**src/rtl/lut_interp_activation_pkg.sv**
```systemverilog
// Shared activation package: LUT edge-handling encodings and the reset ramp
// that seeds every activation table.
package lut_interp_activation_pkg;

  localparam int EDGE_WRAP           = 0;
  localparam int EDGE_SIGNED_CLAMP   = 1;
  localparam int EDGE_UNSIGNED_CLAMP = 2;

  // Entry i of the reset ramp; the caller truncates to its DATA_W so the
  // upper half of the table reads back as negative values.
  function automatic logic [31:0] ramp_entry(input int idx, input int data_w, input int addr_w);
    return 32'(idx) << (data_w - addr_w);
  endfunction

endpackage

```
**src/rtl/lut_interp_table.sv**
```systemverilog
// Activation LUT storage with a write port and combinational base/next
// selection, including the edge behaviour at the top of the index range.
module lut_interp_table
  import lut_interp_activation_pkg::*;
#(
  parameter int DATA_W    = 8,
  parameter int ADDR_W    = 4,
  parameter int EDGE_MODE = EDGE_SIGNED_CLAMP
) (
  input  logic                     clk,
  input  logic                     rst,
  input  logic                     wr_en,
  input  logic [ADDR_W-1:0]        wr_addr,
  input  logic signed [DATA_W-1:0] wr_data,
  input  logic [ADDR_W-1:0]        rd_idx,
  output logic signed [DATA_W-1:0] base_val,
  output logic signed [DATA_W-1:0] next_val
);

  localparam int DEPTH = 2 ** ADDR_W;
  localparam logic [ADDR_W-1:0] TOP_IDX     = ADDR_W'(DEPTH - 1);
  localparam logic [ADDR_W-1:0] POS_MAX_IDX = ADDR_W'(DEPTH / 2 - 1);

  logic signed [DATA_W-1:0] lut [DEPTH];
  logic [ADDR_W-1:0]        nidx;

  always_ff @(posedge clk or negedge rst) begin
    if (!rst) begin
      for (int i = 0; i < DEPTH; i++) begin
        lut[i] <= DATA_W'(ramp_entry(i, DATA_W, ADDR_W));
      end
    end else if (wr_en) begin
      lut[wr_addr] <= wr_data;
    end
  end

  // idx+1 wraps to 0 naturally at the top; the clamp modes pin the
  // neighbour to the current entry instead.
  always_comb begin
    nidx = rd_idx + ADDR_W'(1);
    if (EDGE_MODE == EDGE_UNSIGNED_CLAMP && rd_idx == TOP_IDX) begin
      nidx = rd_idx;
    end
    if (EDGE_MODE == EDGE_SIGNED_CLAMP && rd_idx == POS_MAX_IDX) begin
      nidx = rd_idx;
    end
  end

  assign base_val = lut[rd_idx];
  assign next_val = lut[nidx];

endmodule

```
**src/rtl/lut_interp_activation.sv**
```systemverilog
// Piecewise-linear activation: LUT lookup plus linear interpolation in a
// three-stage valid/ready pipeline that stalls as a whole on backpressure.
module lut_interp_activation
  import lut_interp_activation_pkg::*;
#(
  parameter int DATA_W    = 8,
  parameter int ADDR_W    = 4,
  parameter int FRAC_W    = 4,
  parameter int EDGE_MODE = EDGE_SIGNED_CLAMP
) (
  input  logic                     clk,
  input  logic                     rst,
  input  logic                     in_valid,
  output logic                     in_ready,
  input  logic [ADDR_W+FRAC_W-1:0] in_data,
  output logic                     out_valid,
  input  logic                     out_ready,
  output logic signed [DATA_W-1:0] out_data,
  input  logic                     wr_en,
  input  logic [ADDR_W-1:0]        wr_addr,
  input  logic signed [DATA_W-1:0] wr_data
);

  localparam int PROD_W = DATA_W + FRAC_W + 2;

  logic                     adv;
  logic [ADDR_W-1:0]        idx;
  logic [FRAC_W-1:0]        frac;
  logic signed [DATA_W-1:0] lut_base, lut_next;

  logic                     s1_valid, s2_valid;
  logic signed [DATA_W-1:0] s1_base, s1_next, s2_base;
  logic [FRAC_W-1:0]        s1_frac;
  logic signed [DATA_W:0]   diff;
  logic signed [PROD_W-1:0] prod, s2_prod;

  assign adv      = !out_valid || out_ready;
  assign in_ready = adv;
  assign idx      = in_data[ADDR_W+FRAC_W-1:FRAC_W];
  assign frac     = in_data[FRAC_W-1:0];

  lut_interp_table #(
    .DATA_W   (DATA_W),
    .ADDR_W   (ADDR_W),
    .EDGE_MODE(EDGE_MODE)
  ) u_table (
    .clk     (clk),
    .rst     (rst),
    .wr_en   (wr_en),
    .wr_addr (wr_addr),
    .wr_data (wr_data),
    .rd_idx  (idx),
    .base_val(lut_base),
    .next_val(lut_next)
  );

  // frac is unsigned, so it is zero-extended before the signed multiply.
  assign diff = (DATA_W+1)'(s1_next) - (DATA_W+1)'(s1_base);
  assign prod = PROD_W'(diff) * PROD_W'($signed({1'b0, s1_frac}));

  always_ff @(posedge clk or negedge rst) begin
    if (!rst) begin
      s1_valid  <= 1'b0;
      s1_base   <= '0;
      s1_next   <= '0;
      s1_frac   <= '0;
      s2_valid  <= 1'b0;
      s2_base   <= '0;
      s2_prod   <= '0;
      out_valid <= 1'b0;
      out_data  <= '0;
    end else if (adv) begin
      s1_valid  <= in_valid;
      s1_base   <= lut_base;
      s1_next   <= lut_next;
      s1_frac   <= frac;
      s2_valid  <= s1_valid;
      s2_base   <= s1_base;
      s2_prod   <= prod;
      out_valid <= s2_valid;
      // The result always lies between base and next, so wrap-around
      // truncation to DATA_W is exact.
      out_data  <= s2_base + DATA_W'(s2_prod >>> FRAC_W);
    end
  end

endmodule
```
**config.mk**
```make
export PLATFORM = sky130hd
export DESIGN_NAME = lut_interp_activation
export DESIGN_NICKNAME = d
export VERILOG_FILES = /design/src/rtl/lut_interp_activation_pkg.sv /design/src/rtl/lut_interp_table.sv /design/src/rtl/lut_interp_activation.sv
export SDC_FILE = /design/constraint.sdc
export NUM_CORES = 1
export LEC_CHECK = 0
export BUFFER_PORTS_ARGS = -buffer_cell sky130_fd_sc_hd__buf_4
export CELL_PAD_IN_SITES_DETAIL_PLACEMENT = 0
export CELL_PAD_IN_SITES_GLOBAL_PLACEMENT = 1
export CORE_MARGIN = 2
export CORE_UTILIZATION = 47
export CTS_BUF_LIST = sky130_fd_sc_hd__clkbuf_16
export CTS_CLUSTER_SIZE = 14
export DETAILED_ROUTE_END_ITERATION = 8
export PLACE_DENSITY_LB_ADDON = 0.1
export RECOVER_POWER = 100
export SYNTH_ARGS = -nofsm -noshare
export SYNTH_HDL_FRONTEND = slang
export SYNTH_SLANG_ARGS = --single-unit
```
**constraint.sdc**
```tcl
create_clock -name clk -period 4.3 [get_ports clk]
set_input_delay 0.215 -clock clk [delete_from_list [all_inputs] [get_ports clk]]
set_output_delay 0.215 -clock clk [all_outputs]
set_load 0.01 [all_outputs]
```
==> metrics.cfg, run 1 <==
[status]
status = finished with violations
violations = capacitance limit, slew limit, setup timing

[synthesis]
synthesis.nets = 1001
synth_edf_count = 0
synthTopCellsByCount = dfrtp_1 (143), mux2_2 (131), nand2_1 (80), mux2i_1 (63), nor2_1 (57)
synth_cell_type_count = 62
ys_warn_count = 0
seq_area_frac_synth = 0.413
yosysTopAreaCell = dfrtp_1
synth-seq-cells = 175
syn-cell-area_um2 = 10700
synth_top_cells_by_area = dfrtp_1 (33%), mux2_2 (14%), mux4_2 (8.6%)
synth_cells = 924
synth-main-ff-cell = dfrtp_1
yosysTopAreaCellShare = 0.334
avgSynthCellArea_um2 = 11.6
synth.most_common_cell = dfrtp_1
synthArstFlopShare = 1.00

[die]
die_y_um = 155
die-area_um2 = 24000
coreArea_um2 = 22500
start_util = 0.476
ios = 35
rows = 55
fp.dieW_um = 155

[hold_path]
hold_class = in -> reg

[power]
leakage_nw = 5.35
p_per_area_nw_per_um2 = 834
p_total_mw = 10.2
ir_drop_mv = 0.509

[setup_path]
cp-start-kind = flip-flop
crit_family = adder cells
cp.required_ns = 4.66
crit_chain = inv_2 > ha_4 > nor2b_1 > o21ai_1 > a21boi_2 > o21a_1 > o21a_1 > nor3b_2 > ha_1 > fa_1 > inv_1 > fa_1 > inv_1 > ha_2 > or3_4 > o32ai_4 > nor2_2 > a211oi_2 > xnor3_1 > o21ai_1
r2r_slack_ns = -0.18
crit_buf_inv = 3
cp_max_fo = 3
endpoint_kind = flip-flop
worstSetupPathType = reg -> reg
crit_slowest_cell = fa_1
arrival_ns = 4.84
max_stage_delay_ns = 0.49

[cts]
path_clk_slew_ns = 0.08
insertion_delay_ns = 0.43
clkSinkCount = 175
clock_tree.buffer_depth = 2
cts_inserted_buffers = 17
htreeDepth = 4
cts_tree = yes
root_buffer = clkbuf_16

[drt]
wirelength_um = 28000
vias = 7492
ant_nets = 0
wl_per_cell_um = 21.9
viasPerCell = 5.85
drtPass1Iterations = 5
drc_errors = 0
drtIter0Drc = 427

[cells_and_area]
diodes = 0
drive_above_1_share = 0.338
nets = 1059
utilization = 0.544
final_area_um2 = 12200
syn_to_final_growth_pct = 14.3

[sta]
period_share = 1.04
rsz0062_at_grt = true
setup_ws_ns = -0.178
fin_skew_ns = 0.0156
relSlewSlack = -0.810
holdWs_ns = 0.135
min_period_ns = 4.48
max_freq_ghz = 0.223
slew_viol_final = 157
setup_viol = 4
hold_violations = 0
worst_pin_slew_ns = 2.72
tns_ns = -0.511

[placement]
dp_hpwl_um = 19200
place_area_um2 = 11500
port_buffers = 34
gp_congestion = 0.806

[grt]
grt_usage = 0.245
grt-ovfl-total = 0
grt_pass1_vias = 8013
grt_pass1_wl_um = 45100
antenna_found_initial = 0
grt_start_max_net_pins = 107

[flow_run]
cap_viol_max_count = 2

layout by cell type (no fill, tap or decap), types with 13 or more instances in the layout:
cell type,n
mux2i_1,63
mux2_2,129
clkbuf_1,16
a21oi_1,16
nor3_1,13
ha_1,27
dfstp_2,32
dfrtp_1,143
nand2_1,80
o21ai_0,33
nor2_1,56
inv_1,48
clkbuf_16,17
buf_4,64
fa_1,16
mux4_2,41
layer usage:
layer | GRT usage | up-vias | wire (um)
met2 | 0.431 | 161 | 14400
met5 | 0 | - | 0
met4 | 0.0661 | 0 | 471
met1 | 0.320 | 3856 | 12100
met3 | 0.0329 | 28 | 1070
li1 | - | 3447 | -
cell type report:
type	count	area, um2
fillers	1961	10300
multi-input cells	645	6020
inverters	51	191
clock buffers	17	425
repair buffers	92	657
well taps	285	357
flip-flops and latches	175	4420
clock inverters	15	169
metrics by stage:
| step | setup slack (ns) | std cells |
|---|---|---|
| 6_report | -0.178 | 1280 |
| 2_1_floorplan | -0.107 | 924 |
| 5_1_grt | -0.413 | 1280 |
| 4_1_cts | -0.143 | 1278 |
| 3_3_place_gp | -0.229 | 1236 |
| 3_5_place_dp | -0.362 | 1236 |
where the power goes:
group	leakage [nW]	internal (mW)	switching, mW
clock network	0.286	0.781	0.767
registers	2.08	2.21	0.392
logic	2.98	3.19	2.87
total	5.35	6.18	4.03
what timing repair did:
action                     CTS  global route
pin swaps                   14             7
setup endpoints to repair    4             5
buffers inserted             4             2
hold endpoints to repair    57             0
cloned                       0             0
gates resized for setup     13             6
hold buffers                 6             0
state kept, by name (all words and copies together) (netlist names):
register,flops
out_data,8
out_valid,1
s1_base,8
s1_frac,4
s1_next,8
s1_valid,1
s2_base,8
s2_prod,8
s2_valid,1
u_table.lut,128
worst paths after layout:
| check | startpoint | end | cells after the start |
|---|---|---|---|
| worst max-delay path | s1_base[1]$_DFFE_PN0P_ | s2_prod[11]$_DFFE_PN0P_ | 20 |
| worst max register to register | s1_base[1]$_DFFE_PN0P_ | s2_prod[11]$_DFFE_PN0P_ | 20 |
| min in group asynchronous | rst | s2_prod[9]$_DFFE_PN0P_ | 2 |
| worst min register to register | s1_valid$_DFFE_PN0P_ | s2_valid$_DFFE_PN0P_ | 2 |
| worst min-delay path | wr_data[6] | u_table.lut[46]$_DFFE_PN0P_ | 2 |
| max in group asynchronous | rst | u_table.lut[0]$_DFFE_PN0P_ | 3 |
kinds of logic after synthesis:
logic type               Yosys count  share of synthesized area
buffers and inverters            104                     0.0415
multiplexers                     236                      0.285
XOR/XNOR                          20                     0.0190
flip-flops                       175                      0.413
adder cells (fa/ha/maj)           52                     0.0726
AND/OR/NAND/NOR                  226                      0.101
AO/OA/AOI/OAI                    111                     0.0687
(Power assumes the default switching activity.)
==> run 2, diff against run 1 <==
--- a/config.mk
+++ b/config.mk
@@ -13,7 +13,7 @@
 export CTS_BUF_LIST = sky130_fd_sc_hd__clkbuf_16
 export CTS_CLUSTER_SIZE = 14
 export DETAILED_ROUTE_END_ITERATION = 8
-export PLACE_DENSITY_LB_ADDON = 0.1
+export PLACE_DENSITY = 0.86
 export RECOVER_POWER = 100
 export SYNTH_ARGS = -nofsm -noshare
 export SYNTH_HDL_FRONTEND = slang
==> run 2 against run 1 <==
- the flow still finishes with violations (capacitance limit, slew limit, setup timing)
- wire length is 6.8% lower
- clock power is 5% higher
- total power is 1.5% lower
- final cell count is 0.31% lower
- critical path depth is 1 higher
- die area stayed put
- final area hardly changed
- clock skew is 0.0011 ns lower
- via count is 1.1% lower
- register-to-register slack worse by 0.06 ns
- non-clock buffer count is 4 lower
- sequential power hardly changed
- critical endpoint is now s2_prod[10]$_DFFE_PN0P_
==> metrics.cfg, run 2 (synthesis gave the netlist of run 1 again) <==
[cells_and_area]
layout_common_cells = dfrtp_1 (143), mux2_2 (131), nand2_1 (80), buf_4 (67), mux2i_1 (63)  ; was dfrtp_1 (143), mux2_2 (129), nand2_1 (80), buf_4 (64), mux2i_1 (63)
fillers = 1926  ; was 1961
mostFrequentLayoutCell = dfrtp_1  ; unchanged
diodes = 0  ; unchanged
syn_to_final_growth_pct = 14.3  ; about the same
nets = 1055  ; was 1059
final_area_um2 = 12200  ; about the same
fin_cells = 1276  ; was 1280
drive_above_1_share = 0.340  ; was 0.338
regMostFlops = u_table.lut  ; unchanged
largest_register_ffs = 128  ; unchanged

[power]
leakage_nw = 5.37  ; was 5.35 nW
ir_drop_mv = 0.538  ; was 0.509 mV
p_total_mw = 10.1  ; was 10.2 mW
p_per_area_nw_per_um2 = 821  ; was 834 nW/um2

[grt]
grt_start_max_net_pins = 104  ; was 107
grt-ovfl-total = 0  ; unchanged
grt_usage = 0.228  ; was 0.245
antenna_found_initial = 0  ; unchanged
grt_pass1_wl_um = 41800  ; was 45100 um
grt_pass1_vias = 7633  ; was 8013

[setup_path]
arrival_ns = 4.86  ; was 4.84 ns
crit_chain = inv_2 > ha_4 > nor2b_1 > o21ai_2 > a21boi_2 > o21a_1 > o21a_1 > nor3b_2 > ha_1 > fa_1 > inv_1 > fa_1 > inv_1 > ha_2 > or3_4 > a2111oi_4 > nor2_4 > buf_4 > a21oi_4 > o21ai_1 > a22o_1  ; was inv_2 > ha_4 > nor2b_1 > o21ai_1 > a21boi_2 > o21a_1 > o21a_1 > nor3b_2 > ha_1 > fa_1 > inv_1 > fa_1 > inv_1 > ha_2 > or3_4 > o32ai_4 > nor2_2 > a211oi_2 > xnor3_1 > o21ai_1
crit_slowest_cell = fa_1  ; unchanged
cp-start-kind = flip-flop  ; unchanged
cp.required_ns = 4.62  ; was 4.66 ns
cp_max_fo = 3  ; unchanged
endpoint_kind = flip-flop  ; unchanged
max_stage_delay_ns = 0.48  ; was 0.49 ns
worstSetupPathType = reg -> reg  ; unchanged

[placement]
gp_congestion = 0.864  ; was 0.806
pre_cts_ws_ns = -0.289  ; was -0.362 ns
place_area_um2 = 11500  ; about the same
placed_cells = 1231  ; was 1236
port_buffers = 34  ; unchanged
dp_hpwl_um = 17300  ; was 19200 um

[cts]
clkSinkCount = 175  ; unchanged
clock_tree.buffer_depth = 2  ; unchanged
root_buffer = clkbuf_16  ; unchanged
path_clk_slew_ns = 0.08  ; about the same
cts_tree = yes  ; unchanged
insertion_delay_ns = 0.44  ; was 0.43 ns
cts_inserted_buffers = 17  ; unchanged
htreeDepth = 4  ; unchanged

[drt]
viasPerCell = 5.81  ; was 5.85
drtPass1Iterations = 5  ; unchanged
drc_errors = 0  ; unchanged
drtIter0Drc = 416  ; was 427
wl_per_cell_um = 20.5  ; was 21.9 um
vias = 7412  ; was 7492
wirelength_um = 26100  ; was 28000 um
ant_nets = 0  ; unchanged

[die]
rows = 55  ; unchanged
die_y_um = 155  ; unchanged
start_util = 0.476  ; unchanged
ios = 35  ; unchanged
fp.dieW_um = 155  ; unchanged
die-area_um2 = 24000  ; unchanged
coreArea_um2 = 22500  ; unchanged

[sta]
period_share = 1.05  ; was 1.04
slew_viol_final = 103  ; was 157
worst_pin_slew_ns = 2.65  ; was 2.72 ns
relSlewSlack = -0.765  ; was -0.810
rsz0062_at_grt = true  ; unchanged
max_freq_ghz = 0.220  ; was 0.223 GHz
setup_ws_ns = -0.236  ; was -0.178 ns
setup_viol = 4  ; unchanged
hold_violations = 0  ; unchanged
fin_skew_ns = 0.0145  ; was 0.0156 ns
min_period_ns = 4.54  ; was 4.48 ns
holdWs_ns = 0.134  ; was 0.135 ns

[flow_run]
cap_viol_max_count = 1  ; was 2

[status]
violations = capacitance limit, slew limit, setup timing  ; unchanged
status = finished with violations  ; unchanged

[hold_path]
hold_class = in -> reg  ; unchanged

==> run 2: layout make-up <==
class	instances	area (um2)	area share
flip-flops and latches	175	4420	0.361
inverters	51	191	0.0156
clock buffers	17	425	0.0347
clock inverters	15	198	0.0161
multi-input cells	645	6010	0.490
repair buffers	88	653	0.0533
well taps	285	357	0.0291
==> run 2: what timing repair did <==
item | CTS | global route
endpoints found under the hold margin | 97 | 0
endpoints found under the setup margin | 4 | 5
gates resized for setup | 8 | 9
buffers inserted | 3 | 4
hold buffers | 6 | 0
pin swaps | 9 | 2
cloned | 0 | 0
==> run 2: worst paths after layout <==
path | cells after the start | start | slack [ns] | endpoint
worst min register to register | 2 | s2_valid$_DFFE_PN0P_ | 0.47 | s2_valid$_DFFE_PN0P_
worst min-delay path | 2 | wr_data[5] | 0.13 | u_table.lut[125]$_DFFE_PN0P_
worst max-delay path | 21 | s1_base[1]$_DFFE_PN0P_ | -0.24 | s2_prod[10]$_DFFE_PN0P_
worst max register to register | 21 | s1_base[1]$_DFFE_PN0P_ | -0.24 | s2_prod[10]$_DFFE_PN0P_
max in group asynchronous | 2 | rst | 1.61 | u_table.lut[123]$_DFFE_PN0P_
min in group asynchronous | 2 | rst | 1.12 | s1_valid$_DFFE_PN0P_
==> run 2: power breakdown <==
part / switching, mW / total [mW] / internal, mW
logic: 2.81 / 5.87 / 3.06
clock network: 0.777 / 1.62 / 0.841
registers: 0.365 / 2.57 / 2.21
total: 3.95 / 10.1 / 6.11
==> run 2: layer usage <==
| layer | global-route usage | share of wire |
|---|---|---|
| met5 | 0 | 0 |
| met4 | 0.0864 | 0.026 |
| met3 | 0.0401 | 0.044 |
| met2 | 0.381 | 0.50 |
| met1 | 0.297 | 0.43 |
==> run 2: critical path, delay by kind of cell, from the launching register on <==
family | cells | cell delay [ns]
AOI/OAI and AO/OA | 8 | 1.34
adders and majority gates | 5 | 1.56
buffers and inverters | 4 | 0.32
DFF | 1 | 0.39
and+or+nand+nor | 4 | 0.80
==> run 2: metrics by stage <==
stage	TNS [ns]	utilization
floorplan	-0.169	-
global placement	-0.491	0.510
detailed placement	-0.821	0.510
CTS	-0.566	0.543
global route	-1.52	0.544
finish	-0.657	0.544
==> run 3, diff against run 2 <==
--- a/config.mk
+++ b/config.mk
@@ -8,11 +8,11 @@
 export BUFFER_PORTS_ARGS = -buffer_cell sky130_fd_sc_hd__buf_4
 export CELL_PAD_IN_SITES_DETAIL_PLACEMENT = 0
 export CELL_PAD_IN_SITES_GLOBAL_PLACEMENT = 1
-export CORE_MARGIN = 2
 export CORE_UTILIZATION = 47
 export CTS_BUF_LIST = sky130_fd_sc_hd__clkbuf_16
 export CTS_CLUSTER_SIZE = 14
 export DETAILED_ROUTE_END_ITERATION = 8
+export GPL_TIMING_DRIVEN = 0
 export PLACE_DENSITY = 0.86
 export RECOVER_POWER = 100
 export SYNTH_ARGS = -nofsm -noshare
==> run 3 against run 2 <==
- the flow still finishes with violations (capacitance limit, slew limit, setup timing)
- total power is 0.92% lower
- core utilization grew 1.1 points
- sequential power barely moved
- global-route usage is 2.7 points higher
- non-clock buffer count rose by 15
- clock skew rose by 0.0037 ns
- register-to-register slack worse by 0.12 ns
- via count rose by 3.6%
- setup slack worse by 0.12 ns
- first-iteration DRC count grew 69%
- sequential cell count stayed put
- combinational power is 2% lower
- critical endpoint is now s2_prod[11]$_DFFE_PN0P_
- largest power group unchanged
==> metrics.cfg, run 3 (synthesis gave the netlist of run 1 again) <==
[sta]
min_period_ns = 4.65  ; was 4.54 ns
rsz0062_at_grt = true  ; unchanged
max_freq_ghz = 0.215  ; was 0.220 GHz
holdWs_ns = 0.0579  ; was 0.134 ns
setup_viol = 4  ; unchanged
setup_ws_ns = -0.353  ; was -0.236 ns
relSlewSlack = -0.692  ; was -0.765
fin_skew_ns = 0.0182  ; was 0.0145 ns
period_share = 1.08  ; was 1.05
worst_pin_slew_ns = 2.54  ; was 2.65 ns
hold_violations = 0  ; unchanged
tns_ns = -1.17  ; was -0.657 ns
slew_viol_final = 103  ; unchanged

[setup_path]
reg2reg_depth = 17  ; was 21
crit_chain = ha_4 > fa_2 > buf_4 > xnor2_2 > and2_1 > ha_1 > fa_1 > inv_1 > fa_1 > inv_1 > ha_1 > or3_4 > a2111oi_4 > nor2_4 > a211oi_2 > xnor3_1 > o21ai_2  ; was inv_2 > ha_4 > nor2b_1 > o21ai_2 > a21boi_2 > o21a_1 > o21a_1 > nor3b_2 > ha_1 > fa_1 > inv_1 > fa_1 > inv_1 > ha_2 > or3_4 > a2111oi_4 > nor2_4 > buf_4 > a21oi_4 > o21ai_1 > a22o_1
arrival_ns = 5.01  ; was 4.86 ns
crit_slowest_cell = fa_1  ; unchanged
r2r_end = s2_prod[11]$_DFFE_PN0P_  ; was s2_prod[10]$_DFFE_PN0P_
endpoint_kind = flip-flop  ; unchanged
worstSetupPathType = reg -> reg  ; unchanged
rr_startpoint = s1_base[0]$_DFFE_PN0P_  ; was s1_base[1]$_DFFE_PN0P_
r2r_slack_ns = -0.35  ; was -0.24 ns
cp-start-kind = flip-flop  ; unchanged
cp.required_ns = 4.66  ; was 4.62 ns
crit_start = s1_base[0]$_DFFE_PN0P_  ; was s1_base[1]$_DFFE_PN0P_
cp_max_fo = 4  ; was 3
worstSetupEndpoint = s2_prod[11]$_DFFE_PN0P_  ; was s2_prod[10]$_DFFE_PN0P_
max_stage_delay_ns = 0.54  ; was 0.48 ns

[grt]
grt_pass1_wl_um = 44600  ; was 41800 um
busiest_layer = met2  ; unchanged
antenna_found_initial = 0  ; unchanged
grt_usage = 0.255  ; was 0.228
grt_pass1_vias = 7753  ; was 7633
grt-ovfl-total = 0  ; unchanged
globalRouteMet2Util = 0.423  ; was 0.381
grt_start_max_net_pins = 103  ; was 104
met1_usage = 0.333  ; was 0.297
gr-usage-met3 = 0.0542  ; was 0.0401

[status]
status = finished with violations  ; unchanged
violations = capacitance limit, slew limit, setup timing  ; unchanged

[die]
rows = 54  ; was 55
die-area_um2 = 23400  ; was 24000 um2
fp.dieW_um = 153  ; was 155 um
ios = 35  ; unchanged
coreArea_um2 = 22100  ; was 22500 um2
die_y_um = 153  ; was 155 um
start_util = 0.485  ; was 0.476

[placement]
port_buffers = 32  ; was 34
pre_cts_ws_ns = -0.612  ; was -0.289 ns
placed_cells = 1237  ; was 1231
gp_congestion = 0.876  ; was 0.864
place_area_um2 = 11400  ; was 11500 um2
dp_hpwl_um = 19500  ; was 17300 um

[cts]
cts_inserted_buffers = 17  ; unchanged
cts_tree = yes  ; unchanged
clkSinkCount = 175  ; unchanged
htreeDepth = 4  ; unchanged
insertion_delay_ns = 0.44  ; about the same
root_buffer = clkbuf_16  ; unchanged
clock_tree.buffer_depth = 2  ; unchanged
path_clk_slew_ns = 0.08  ; about the same

[cells_and_area]
final_area_um2 = 12300  ; was 12200 um2
syn_to_final_growth_pct = 14.4  ; was 14.3%
drive_above_1_share = 0.319  ; was 0.340
mostFrequentLayoutCell = dfrtp_1  ; unchanged
fillers = 1843  ; was 1926
regMostFlops = u_table.lut  ; unchanged
utilization = 0.555  ; was 0.544
diodes = 0  ; unchanged
nets = 1070  ; was 1055
layout_common_cells = dfrtp_1 (142), mux2_2 (130), nand2_1 (80), mux2i_1 (63), nor2_1 (56)  ; was dfrtp_1 (143), mux2_2 (131), nand2_1 (80), buf_4 (67), mux2i_1 (63)
largest_register_ffs = 128  ; unchanged
regArea_um2 = 4420  ; about the same
multi_input_area_um2 = 6070  ; was 6010 um2
fin_cells = 1286  ; was 1276

[power]
p_total_mw = 9.97  ; was 10.1 mW
leakage_nw = 5.32  ; was 5.37 nW
p_per_area_nw_per_um2 = 813  ; was 821 nW/um2
ir_drop_mv = 0.765  ; was 0.538 mV

[drt]
vias = 7677  ; was 7412
ant_nets = 0  ; unchanged
viasPerCell = 5.97  ; was 5.81
drc_errors = 0  ; unchanged
wirelength_um = 28600  ; was 26100 um
wl_per_cell_um = 22.2  ; was 20.5 um
drtPass1Iterations = 5  ; unchanged
drtIter0Drc = 705  ; was 416

[hold_path]
hp-start = wr_data[5]  ; unchanged
hold_class = in -> reg  ; unchanged

[flow_run]
cap_viol_max_count = 1  ; unchanged

==> run 3: worst max-delay path: cells and delay by family (launching register included) <==
family,cells,cell delay [ns]
compound gates,3,0.67
xor+xnor,2,0.46
fa+ha+maj,6,2.12
buf+inv,3,0.25
flops,1,0.45
simple gates,3,0.63
==> run 3: power breakdown <==
part | switching, mW | internal (mW)
combinational | 2.93 | 2.83
sequential | 0.362 | 2.21
clock | 0.784 | 0.851
total | 4.07 | 5.89
==> run 3: worst min path at each step <==
stage                                         endpoint  depth (start not counted)  slack [ns]
final                      u_table.lut[69]$_DFFE_PN1P_                          2        0.06
after global placement          s1_frac[0]$_DFFE_PN0P_                          3        0.42
after detailed placement  u_table.lut[102]$_DFFE_PN0P_                          1        0.32
after global routing      u_table.lut[101]$_DFFE_PN1P_                          2        0.05
after CTS                   u_table.lut[5]$_DFFE_PN1P_                          2        0.05
after floorplan                out_data[0]$_DFFE_PN0P_                          0       -0.08
==> run 3: what timing repair did <==
action                                  in CTS  in global routing
buffers inserted                             6                  5
resized for setup                           16                 16
gates cloned                                 0                  0
endpoints found under the hold margin       91                  0
hold buffers                                 6                  0
pin swaps                                   11                  9
endpoints found under the setup margin       4                  5
==> run 3: area by class of cell <==
class,count,area share
clock buffers,17,0.0347
plain buffers,53,0.0206
repair buffers,50,0.0283
flip-flops and latches,175,0.361
clock inverters,15,0.0167
inverters,51,0.0156
well taps,280,0.0286
multi-input cells,645,0.495
==> run 3: routing by layer <==
metal | share of wire | wire length, um | up-vias
li1 | - | - | 3461
met1 | 0.43 | 12200 | 3910
met2 | 0.49 | 14000 | 253
met3 | 0.057 | 1630 | 53
met4 | 0.026 | 743 | 0
met5 | 0 | 0 | -
